--- src/rtl/fixed_point_divider.sv ---
// Iterative unsigned Q(WIDTH-FBITS).FBITS divider: quotient = (dividend << FBITS) / divisor,
// one restoring radix-2 quotient bit per clock, with a one-cycle ready pulse on completion.
module fixed_point_divider #(
  parameter int WIDTH = 32,
  parameter int FBITS = 10
) (
  input  logic             clk,
  input  logic             reset,
  input  logic             start,
  input  logic [WIDTH-1:0] dividend,
  input  logic [WIDTH-1:0] divisor,
  output logic [WIDTH-1:0] quotient,
  output logic [WIDTH-1:0] remainder,
  output logic             busy,
  output logic             ready,
  output logic             div_by_zero,
  output logic             overflow
);

  localparam int N  = WIDTH + FBITS;
  localparam int CW = $clog2(N + 1);
  localparam int PW = WIDTH + 1;

  typedef enum logic [0:0] {IDLE, CALC} state_e;

  state_e           state_q,     state_d;
  logic [N-1:0]     shreg_q,     shreg_d;
  logic [N-1:0]     acc_q,       acc_d;
  logic [PW-1:0]    prem_q,      prem_d;
  logic [WIDTH-1:0] dvsr_q,      dvsr_d;
  logic [CW-1:0]    cnt_q,       cnt_d;
  logic [WIDTH-1:0] quotient_q,  quotient_d;
  logic [WIDTH-1:0] remainder_q, remainder_d;
  logic             busy_q,      busy_d;
  logic             ready_q,     ready_d;
  logic             dbz_q,       dbz_d;
  logic             ovf_q,       ovf_d;

  // Trial-subtraction datapath, evaluated every cycle and used only in CALC.
  logic [PW:0] shifted;
  logic [PW:0] dvsr_ext;
  logic        qbit;

  always_comb begin
    // NOTE: every variable gets a default first so no path through the case infers a latch.
    state_d     = state_q;
    shreg_d     = shreg_q;
    acc_d       = acc_q;
    prem_d      = prem_q;
    dvsr_d      = dvsr_q;
    cnt_d       = cnt_q;
    quotient_d  = quotient_q;
    remainder_d = remainder_q;
    busy_d      = busy_q;
    ready_d     = 1'b0;
    dbz_d       = dbz_q;
    ovf_d       = ovf_q;

    shifted  = {prem_q, shreg_q[N-1]};
    dvsr_ext = {2'b00, dvsr_q};
    qbit     = (shifted >= dvsr_ext);

    case (state_q)
      IDLE: begin
        if (start) begin
          if (divisor == '0) begin
            quotient_d  = '1;
            remainder_d = '0;
            dbz_d       = 1'b1;
            ovf_d       = 1'b0;
            ready_d     = 1'b1;
          end else begin
            shreg_d = {dividend, {FBITS{1'b0}}};
            acc_d   = '0;
            prem_d  = '0;
            dvsr_d  = divisor;
            cnt_d   = CW'(N);
            busy_d  = 1'b1;
            dbz_d   = 1'b0;
            ovf_d   = 1'b0;
            state_d = CALC;
          end
        end
      end

      CALC: begin
        // The partial remainder stays below the divisor, so the restored value fits PW bits.
        prem_d  = qbit ? PW'(shifted - dvsr_ext) : PW'(shifted);
        acc_d   = {acc_q[N-2:0], qbit};
        shreg_d = shreg_q << 1;
        cnt_d   = cnt_q - CW'(1);
        if (cnt_q == CW'(1)) begin
          ovf_d       = |acc_d[N-1:WIDTH];
          quotient_d  = ovf_d ? '1 : acc_d[WIDTH-1:0];
          remainder_d = prem_d[WIDTH-1:0];
          busy_d      = 1'b0;
          ready_d     = 1'b1;
          state_d     = IDLE;
        end
      end

      default: state_d = IDLE;
    endcase
  end

  // NOTE: sequential state uses non-blocking assignments only, so every flop samples pre-edge values.
  always_ff @(posedge clk or posedge reset) begin
    if (reset) begin
      state_q     <= IDLE;
      shreg_q     <= '0;
      acc_q       <= '0;
      prem_q      <= '0;
      dvsr_q      <= '0;
      cnt_q       <= '0;
      quotient_q  <= '0;
      remainder_q <= '0;
      busy_q      <= 1'b0;
      ready_q     <= 1'b0;
      dbz_q       <= 1'b0;
      ovf_q       <= 1'b0;
    end else begin
      state_q     <= state_d;
      shreg_q     <= shreg_d;
      acc_q       <= acc_d;
      prem_q      <= prem_d;
      dvsr_q      <= dvsr_d;
      cnt_q       <= cnt_d;
      quotient_q  <= quotient_d;
      remainder_q <= remainder_d;
      busy_q      <= busy_d;
      ready_q     <= ready_d;
      dbz_q       <= dbz_d;
      ovf_q       <= ovf_d;
    end
  end

  assign quotient    = quotient_q;
  assign remainder   = remainder_q;
  assign busy        = busy_q;
  assign ready       = ready_q;
  assign div_by_zero = dbz_q;
  assign overflow    = ovf_q;

endmodule

--- config.mk ---
export PLATFORM = sky130hd
export DESIGN_NAME = fixed_point_divider
export DESIGN_NICKNAME = d
export VERILOG_FILES = /design/src/rtl/fixed_point_divider.sv
export SDC_FILE = /design/constraint.sdc
export NUM_CORES = 1
export LEC_CHECK = 0
export CAP_MARGIN = 0
export CORE_MARGIN = 10
export CORE_UTILIZATION = 45
export DETAILED_ROUTE_END_ITERATION = 8
export GPL_TIMING_DRIVEN = 0
export PLACE_DENSITY = 0.66
export SLEW_MARGIN = 20
export SYNTH_ARGS = -nofsm -noshare
export SYNTH_HDL_FRONTEND = slang
export SYNTH_SLANG_ARGS = --single-unit
export TNS_END_PERCENT = 30
--- constraint.sdc ---
create_clock -name clk -period 11 [get_ports clk]
set_clock_uncertainty 0.1 [all_clocks]
set_input_delay 2.75 -clock clk [delete_from_list [all_inputs] [get_ports clk]]
set_output_delay 2.75 -clock clk [all_outputs]
set_load 0.005 [all_outputs]
* Word-level counts from Yosys, hierarchy flattened *
Cells that the tools add are included.

word-level totals
  output and inout bits = 68
  flip-flop bits (word level) = 223
  logic and storage cells = 67
  ROM bits = 0
  input port bits = 67
  memories kept = 0
  bits in writable memories = 0
  latch bits = 0

cells by class
  shift operators = 0
  reduce and logical (&&, ||, !) cells = 8
  eq/ne operators = 5
  muxes and demuxes = 37
  divide/modulo/power cells = 0
  $lt $le $gt $ge = 1
  bitwise gates (word level) = 2
  multipliers = 0
  add/subtract/negate cells = 2

operators by type and width
  operator             count
  $mux 32              7
  $pmux 32 s2          2
  $mux 33              3
  $mux 42              2
  $pmux 42 s2          1
  $mux 41              2
  $pmux 41 s2          1
  $pmux 33 s2          1
  $ge 34x32->1         1
  $sub 33x32->33       1
  $logic_not 32->1     1
  $mux 6               2
  $pmux 6 s2           1
  $mux 1               11
  $reduce_or 10->1     1
  $reduce_and 3->1     3
  $pmux 1 s2           4
  $eq 6x1->1 const B   1
  $ne 2x2->1 const B   3
  $reduce_and 2->1     3
  $sub 6x1->6 const B  1
  $ne 2x1->1 const B   1
  $not 1->1            2

* Depth between registers and ports, before layout *
Gate-level depths: netlist (run 1).

  depth in word-level cells = 4
  depth in mapped cells = 13
  depth with buffers taken out = 11

* Worst setup path after synthesis (run 1) *
OpenSTA, ideal clock, no wires.

  kind = input to register
  from = in divisor[16]
  to = reg dvsr_q[0]
  path slack = 6.442 ns
  data required time = 10.775 ns
  setup time = 0.125 ns
  path buffers = 2
  cell stages on the path = 6
  arrival time = 4.333 ns
  cell sequence = nor4_1 nand4_1 o21bai_1 buf_1 clkbuf_1 mux2_2

between the ends
  longest elaborated chain between the ends = 3

RTL lines
  element                            line  source
  start, declared                    11    input logic [WIDTH-1:0] divisor,
  $logic_not 32->1                   66    if (divisor == '0) begin
  $not 1->1 (no source line)         --
  $reduce_and 3->1 (no source line)  --
  end signal, assigned               126   dvsr_q <= dvsr_d;
  end, declared                      30    logic [WIDTH-1:0] dvsr_q, dvsr_d;

No other way between the ends.
A chain may end at the register's enable or synchronous reset.

* Worst setup path in the final report (run 1) *
  from = in divisor[16]
  to = reg dvsr_q[1]

The elaborated chain is that of the path after synthesis.

==> impl_metrics.json, run 1 <==
{
  "outcome": "finished, final reports clean",
  "synth.lib_cells_used.distinct": 68,
  "grt_pass1_vias": 8721,
  "placed_cells": 1542,
  "peakVddDrop_mv": 0.107,
  "grt_util_all_layers_pct": 18.4,
  "path_clk_slew_ns": 0.06,
  "reg2reg_slack_ns": 7.83,
  "synth-edff-count": 0,
  "layout_commonest_cell": "dfrtp_1",
  "die_area_um2": 30400,
  "diodes": 0,
  "worstSetupStartpoint": "divisor[16]",
  "setup_slack_ns": 5.52,
  "dr.pass1.iters": 5,
  "cts_setup_buffers": 0,
  "post-place-ws_ns": 4.90,
  "slew_headroom_pct": 49.1,
  "clock_sinks": 213,
  "rsz0062_at_grt": "no",
  "numCtsBuffers": 23,
  "port_buffers": 134,
  "grt_max_degree": 109,
  "finalCriticalPeriod_ns": 5.48,
  "synth_area_leaders": "dfrtp_1 (50%), nand2_1 (6.2%), mux2i_1 (5.0%), o21ai_0 (5.0%), ha_1 (4.0%)",
  "finalCritPeriodShare_pct": 49.8,
  "layout-drive-gt1-share_pct": 7.60,
  "htree_levels": 1,
  "start_kind": "input port",
  "drt_iter0_markers": 771,
  "end_kind": "register",
  "vias": 8720,
  "insertion_delay_ns": 0.52,
  "cp_data_arrival_time_ns": 5.77,
  "viasPerCell": 5.51,
  "hpwl_mm": 21.4,
  "synth_cells": 1087,
  "syn-num-nets": 1189,
  "async_reset_ff_share_pct": 100,
  "finalSetupViolations": 0,
  "cts_buffer_depth": 3,
  "cts_tree": "built",
  "ctsResizeCount": 0,
  "final_cells": 1582,
  "ys_warn_count": 0,
  "met1_length_mm": 13.4,
  "maxCapViolations": 0,
  "wl_mm": 28.8,
  "die_h_um": 174,
  "core_area_um2": 23500,
  "root_buffer": "clkbuf_16",
  "highest_layer": "met4",
  "synth_area_per_cell_um2": 9.88,
  "cp_max_fo": 10,
  "netlist_area_um2": 10700,
  "worstSetupPathType": "in2reg",
  "drc": 0,
  "grt_remaining_overflow": 0,
  "initial_core_util_pct": 45.8,
  "synth.yosys.seq_area_share_pct": 49.6,
  "finalInstanceArea_um2": 13300,
  "r2r-start": "shreg_q[41]$_DFFE_PP0P_",
  "grt_pass1_wl_mm": 46.7,
  "required_ns": 11.30,
  "dpl_cell_area_um2": 12500,
  "worstMarginPinSlew_ns": 0.758,
  "std_cell_rows": 56,
  "cts_hold_buf": 0,
  "area_growth_pct": 23.5,
  "synth_top_area_share_pct": 49.6,
  "yosys.area.top_type": "dfrtp_1",
  "ios": 135,
  "wl_met3_mm": 1.53,
  "fin_nets": 1350,
  "ant_nets": 0,
  "finalHoldViolations": 0,
  "min-delay-start": "cnt_q[4]$_DFFE_PP0P_",
  "fmaxAchievable_mhz": 183,
  "avgRoutedWirePerCell_um": 18.2,
  "power_leakage_nw": 6.15,
  "antenna_found_initial": 0,
  "yosys_register_bits": 213,
  "final_cell_mix": "dfrtp_1 (213), nand2_1 (178), clkdlybuf4s50_1 (134)",
  "synthFlopType": "dfrtp_1",
  "fillCellCount": 2081,
  "tns_ns": 0,
  "die_w_um": 174,
  "wl_met2_mm": 13.4,
  "hold_path_class": "reg2reg",
  "gp_congestion": 0.914,
  "p_per_area_nw_per_um2": 120,
  "drv_slew": 0
}
power breakdown:
group          internal (W)  total [W]  switching [W]
combinational     0.0000298  0.0000618      0.0000320
clock              0.000432   0.000749       0.000317
sequential         0.000784   0.000784              0
sequential cells by signal, summed over array words and instances (netlist names):
signal and flops:
cnt_q 6, dvsr_q 32, overflow 1, state_q 1
quotient 32, acc_q 41, busy 1, shreg_q 32
div_by_zero 1, prem_q 33, ready 1, remainder 32
path summary, 6_finish.rpt:
path	endpoint	cells past startpoint
min in group asynchronous	remainder[7]$_DFFE_PP0P_	2
hold / removal	cnt_q[4]$_DFFE_PP0P_	1
setup reg to reg	remainder[10]$_DFFE_PP0P_	13
max in group asynchronous	quotient[6]$_DFFE_PP0P_	3
setup / recovery	dvsr_q[1]$_DFFE_PP0P_	7
hold reg to reg	cnt_q[4]$_DFFE_PP0P_	1
critical path, cell delays in order:
cell	delay (ns)
clkdlybuf4s50_1	0.44
nor4_1	0.45
nand4_1	0.30
o21bai_1	0.29
buf_1	0.60
clkbuf_1	0.55
mux2_2	0.41
kinds of logic after synthesis:
| logic type | share of synthesized area (%) |
|---|---|
| AO/OA/AOI/OAI | 18.2 |
| AND/OR/NAND/NOR | 12.5 |
| flip-flops | 49.6 |
| buffers and inverters | 4.54 |
| multiplexers | 8.74 |
| adder cells (fa/ha/maj) | 4.15 |
| XOR/XNOR | 2.20 |
synthesized netlist by cell type (2+ instances only):
cell type,number
a211o_1,2
inv_1,52
o21ai_0,108
o21bai_1,7
or3_1,7
a21o_1,18
nor2b_1,4
a211oi_1,2
and3_1,7
buf_6,4
a22o_1,5
nor2_1,23
dfrtp_1,213
nand4_1,12
nand2_1,178
or2_2,2
ha_1,34
xnor2_1,17
nor3_1,8
o221ai_1,2
o211ai_1,6
clkbuf_1,47
o21a_1,6
xor2_1,10
and2_1,3
mux2i_1,54
nand3_1,28
a2111oi_0,2
o21ai_1,36
buf_2,9
nand2b_1,4
and3_4,2
a32oi_1,10
a21oi_1,35
buf_1,6
o41ai_1,2
nor4_1,13
o311ai_0,3
o22a_1,32
mux2_2,34
a31oi_1,13
per-stage QoR:
stage	power, W	hold slack, ns	utilization (%)
after CTS	0.00161	0.376	56.5
after global placement	0.000858	0.351	53.2
final	0.00159	0.376	56.5
after floorplan	0.000823	0.338	-
after detailed placement	0.000861	0.367	53.4
after global routing	0.00165	0.399	56.5
routing by layer:
metal	GRT usage, %	vias up
li1	-	4191
met1	25.0	4268
met2	30.4	223
met3	3.14	38
met4	3.71	0
met5	0	-
area by class of cell:
type,instances,area [µm²],area share (%)
Inverter,53,206,1.56
Tap cell,319,399,3.01
Clock inverter,7,78.8,0.594
Sequential cell,213,5330,40.2
Timing Repair Buffer,136,1400,10.5
Clock buffer,33,643,4.85
Buffer,66,289,2.18
Multi-Input combinational cell,755,4920,37.1
No activity file was read; power rests on OpenSTA's default activity.
==> run 2, diff against run 1 <==
Clock period 11 ns to 5.6 ns, I/O delays scaled along.
==> run 2 against run 1 <==
Against the previous run:
- via count grew 0.58%
- critical path depth grew 2
- non-clock buffer count grew 5
- first-iteration DRC count stayed put
- hold slack got worse by 0.011 ns
- clock-buffer cell count is 2 lower
- die area is the same
- wire length is 0.71% higher
- worst setup slack worse by 4.2 ns
- critical endpoint is now prem_q[9]$_DFFE_PP0P_
==> impl_metrics.json, run 2 (synthesis results as in run 1) <==
{
  "drt_iter0_markers": 771,
  "cp_slowest_cell": "clkbuf_1",
  "cts_hold_buf": 0,
  "timing.hold.ws_ns": 0.365,
  "path_cells": "clkdlybuf4s50_1, nor4_1, nand4_1, o21ai_0, clkbuf_1, buf_2, clkbuf_1, nand3_1, o21ai_1",
  "multi_input_comb_area_um2": 4920,
  "antenna_found_initial": 1,
  "hold_path_class": "reg2reg",
  "vias": 8771,
  "grt_remaining_overflow": 0,
  "holdPathEnd": "cnt_q[4]$_DFFE_PP0P_",
  "htree_levels": 1,
  "fmaxAchievable_mhz": 234,
  "port_buffers": 134,
  "initial_core_util_pct": 45.8,
  "max_stage_delay_ns": 0.52,
  "worstSetupPathType": "in2reg",
  "required_ns": 5.93,
  "hpwl_mm": 21.8,
  "post-place-ws_ns": 0.885,
  "diodes": 0,
  "worstMarginPinSlew_ns": 0.870,
  "finalCriticalPeriod_ns": 4.26,
  "drc": 0,
  "layout_commonest_cell": "dfrtp_1",
  "numCtsBuffers": 24,
  "start_kind": "input port",
  "grt_pass1_vias": 8850,
  "die_area_um2": 30400,
  "fin_nets": 1356,
  "outcome": "finished, final reports clean",
  "grt_util_all_layers_pct": 18.9,
  "slew_headroom_pct": 41.5,
  "cp_data_arrival_time_ns": 4.60,
  "largest_register_ffs": 41,
  "rsz0062_at_grt": "no",
  "finalInstanceArea_um2": 13500,
  "crit_path_frequent_cell": "clkbuf_1",
  "gp_congestion": 0.891,
  "p_per_area_nw_per_um2": 245,
  "finalHoldViolations": 0,
  "ios": 135,
  "layout-drive-gt1-share_pct": 8.58,
  "final_cell_mix": "dfrtp_1 (213), nand2_1 (178), clkdlybuf4s50_1 (134)",
  "core_area_um2": 23500,
  "std_cell_rows": 56,
  "reg2reg_slack_ns": 2.38,
  "p_sw_share_pct": 21.3,
  "cts_setup_buffers": 0,
  "worstHoldPathCells": 1,
  "viasPerCell": 5.52,
  "dpl_cell_area_um2": 12600,
  "peakVddDrop_mv": 0.254,
  "die_h_um": 174,
  "power.total_w": 0.00330,
  "avgRoutedWirePerCell_um": 18.3,
  "drv_slew": 0,
  "ant_nets": 0,
  "end_kind": "register",
  "root_buffer": "clkbuf_16",
  "setup_slack_ns": 1.34,
  "cts_tree": "built",
  "p_clk_share_pct": 49.4,
  "largestRegisters": "acc_q (41), prem_q (33)",
  "insertion_delay_ns": 0.53,
  "cp_max_fo": 10,
  "clock_sinks": 213,
  "power_leakage_nw": 6.25,
  "path_clk_slew_ns": 0.06,
  "die_w_um": 174,
  "ctsResizeCount": 0,
  "r2r-start": "shreg_q[41]$_DFFE_PP0P_",
  "finalCritPeriodShare_pct": 76.2,
  "combinationalPowerShare_pct": 4.0,
  "rr_endpoint": "remainder[10]$_DFFE_PP0P_",
  "switching_power_w": 0.000703,
  "wl_mm": 29.0,
  "cts_buffer_depth": 3,
  "finalSetupViolations": 0,
  "maxCapViolations": 0,
  "min-delay-start": "cnt_q[4]$_DFFE_PP0P_",
  "internal-power_w": 0.00260,
  "grt_max_degree": 34,
  "tns_ns": 0,
  "grt_pass1_wl_mm": 47.8,
  "area_growth_pct": 25.4,
  "fillCellCount": 2086,
  "r2r_cells": 13,
  "top_register": "acc_q",
  "register_area_um2": 5330,
  "seq_power_share_pct": 46.7,
  "dr.pass1.iters": 5
}
-- run 2: changes by cell type in the layout (fill, tap and decap cells not counted) --
cell	previous run	this run
buf_12	0	5
bufinv_16	1	3
clkbuf_1	54	49
clkbuf_16	23	24
clkbuf_8	3	5
clkinv_2	4	7
clkinv_8	0	1
clkinvlp_4	0	1
inv_16	1	0
inv_8	1	0
-- run 2: critical path: cells and delay by family --
family                 cells  cell delay (ns)
AOI/OAI and AO/OA          2             0.40
buffers and inverters      4             1.80
and+or+nand+nor            3             0.99
-- run 2: worst max path at each step --
| stage | cells past startpoint | slack (ns) | start | end |
|---|---|---|---|---|
| finish | 9 | 1.34 | divisor[16] | prem_q[9]$_DFFE_PP0P_ |
| global route | 9 | 1.11 | divisor[16] | prem_q[4]$_DFFE_PP0P_ |
| CTS | 9 | 1.39 | divisor[16] | prem_q[9]$_DFFE_PP0P_ |
| detailed placement | 9 | 0.89 | divisor[16] | prem_q[9]$_DFFE_PP0P_ |
| global placement | 2 | -0.33 | reset | dvsr_q[18]$_DFFE_PP0P_ |
| floorplan | 1 | 1.33 | reset | acc_q[0]$_DFFE_PP0P_ |
-- run 2: per-stage QoR --
stage          utilization, %  cells
4_1_cts                  57.4   1590
5_1_grt                  57.4   1590
3_3_place_gp             53.2   1540
6_report                 57.4   1590
3_5_place_dp             53.8   1547
2_1_floorplan               -   1087
-- run 2: layout make-up --
cell class	instances	area share [%]
flip-flops and latches	213	39.6
well taps	319	2.96
multi-input cells	755	36.6
inverters	53	1.51
clock inverters	12	1.11
repair buffers	141	11.1
plain buffers	66	2.15
clock buffers	31	5.03
-- run 2: per-layer routing --
metal  vias up  wire length [µm]  part of all wire [%]  track usage (%)
met5         -                16                 0.055                0
met4         2               463                   1.6             4.13
met3        35              1300                   4.5             2.99
met2       192             13700                    47             30.9
met1      4339             13600                    47             25.9
li1       4203                 -                     -                -
-- run 2: power by group through the flow --
stage | sequential [W] | combinational, W | clock (W)
2_1_floorplan | 0.00157 | 0.0000497 | 0
3_3_place_gp | 0.00157 | 0.000118 | 0
3_5_place_dp | 0.00157 | 0.000133 | 0
4_1_cts | 0.00154 | 0.000134 | 0.00166
5_1_grt | 0.00154 | 0.000144 | 0.00172
6_report | 0.00154 | 0.000131 | 0.00163
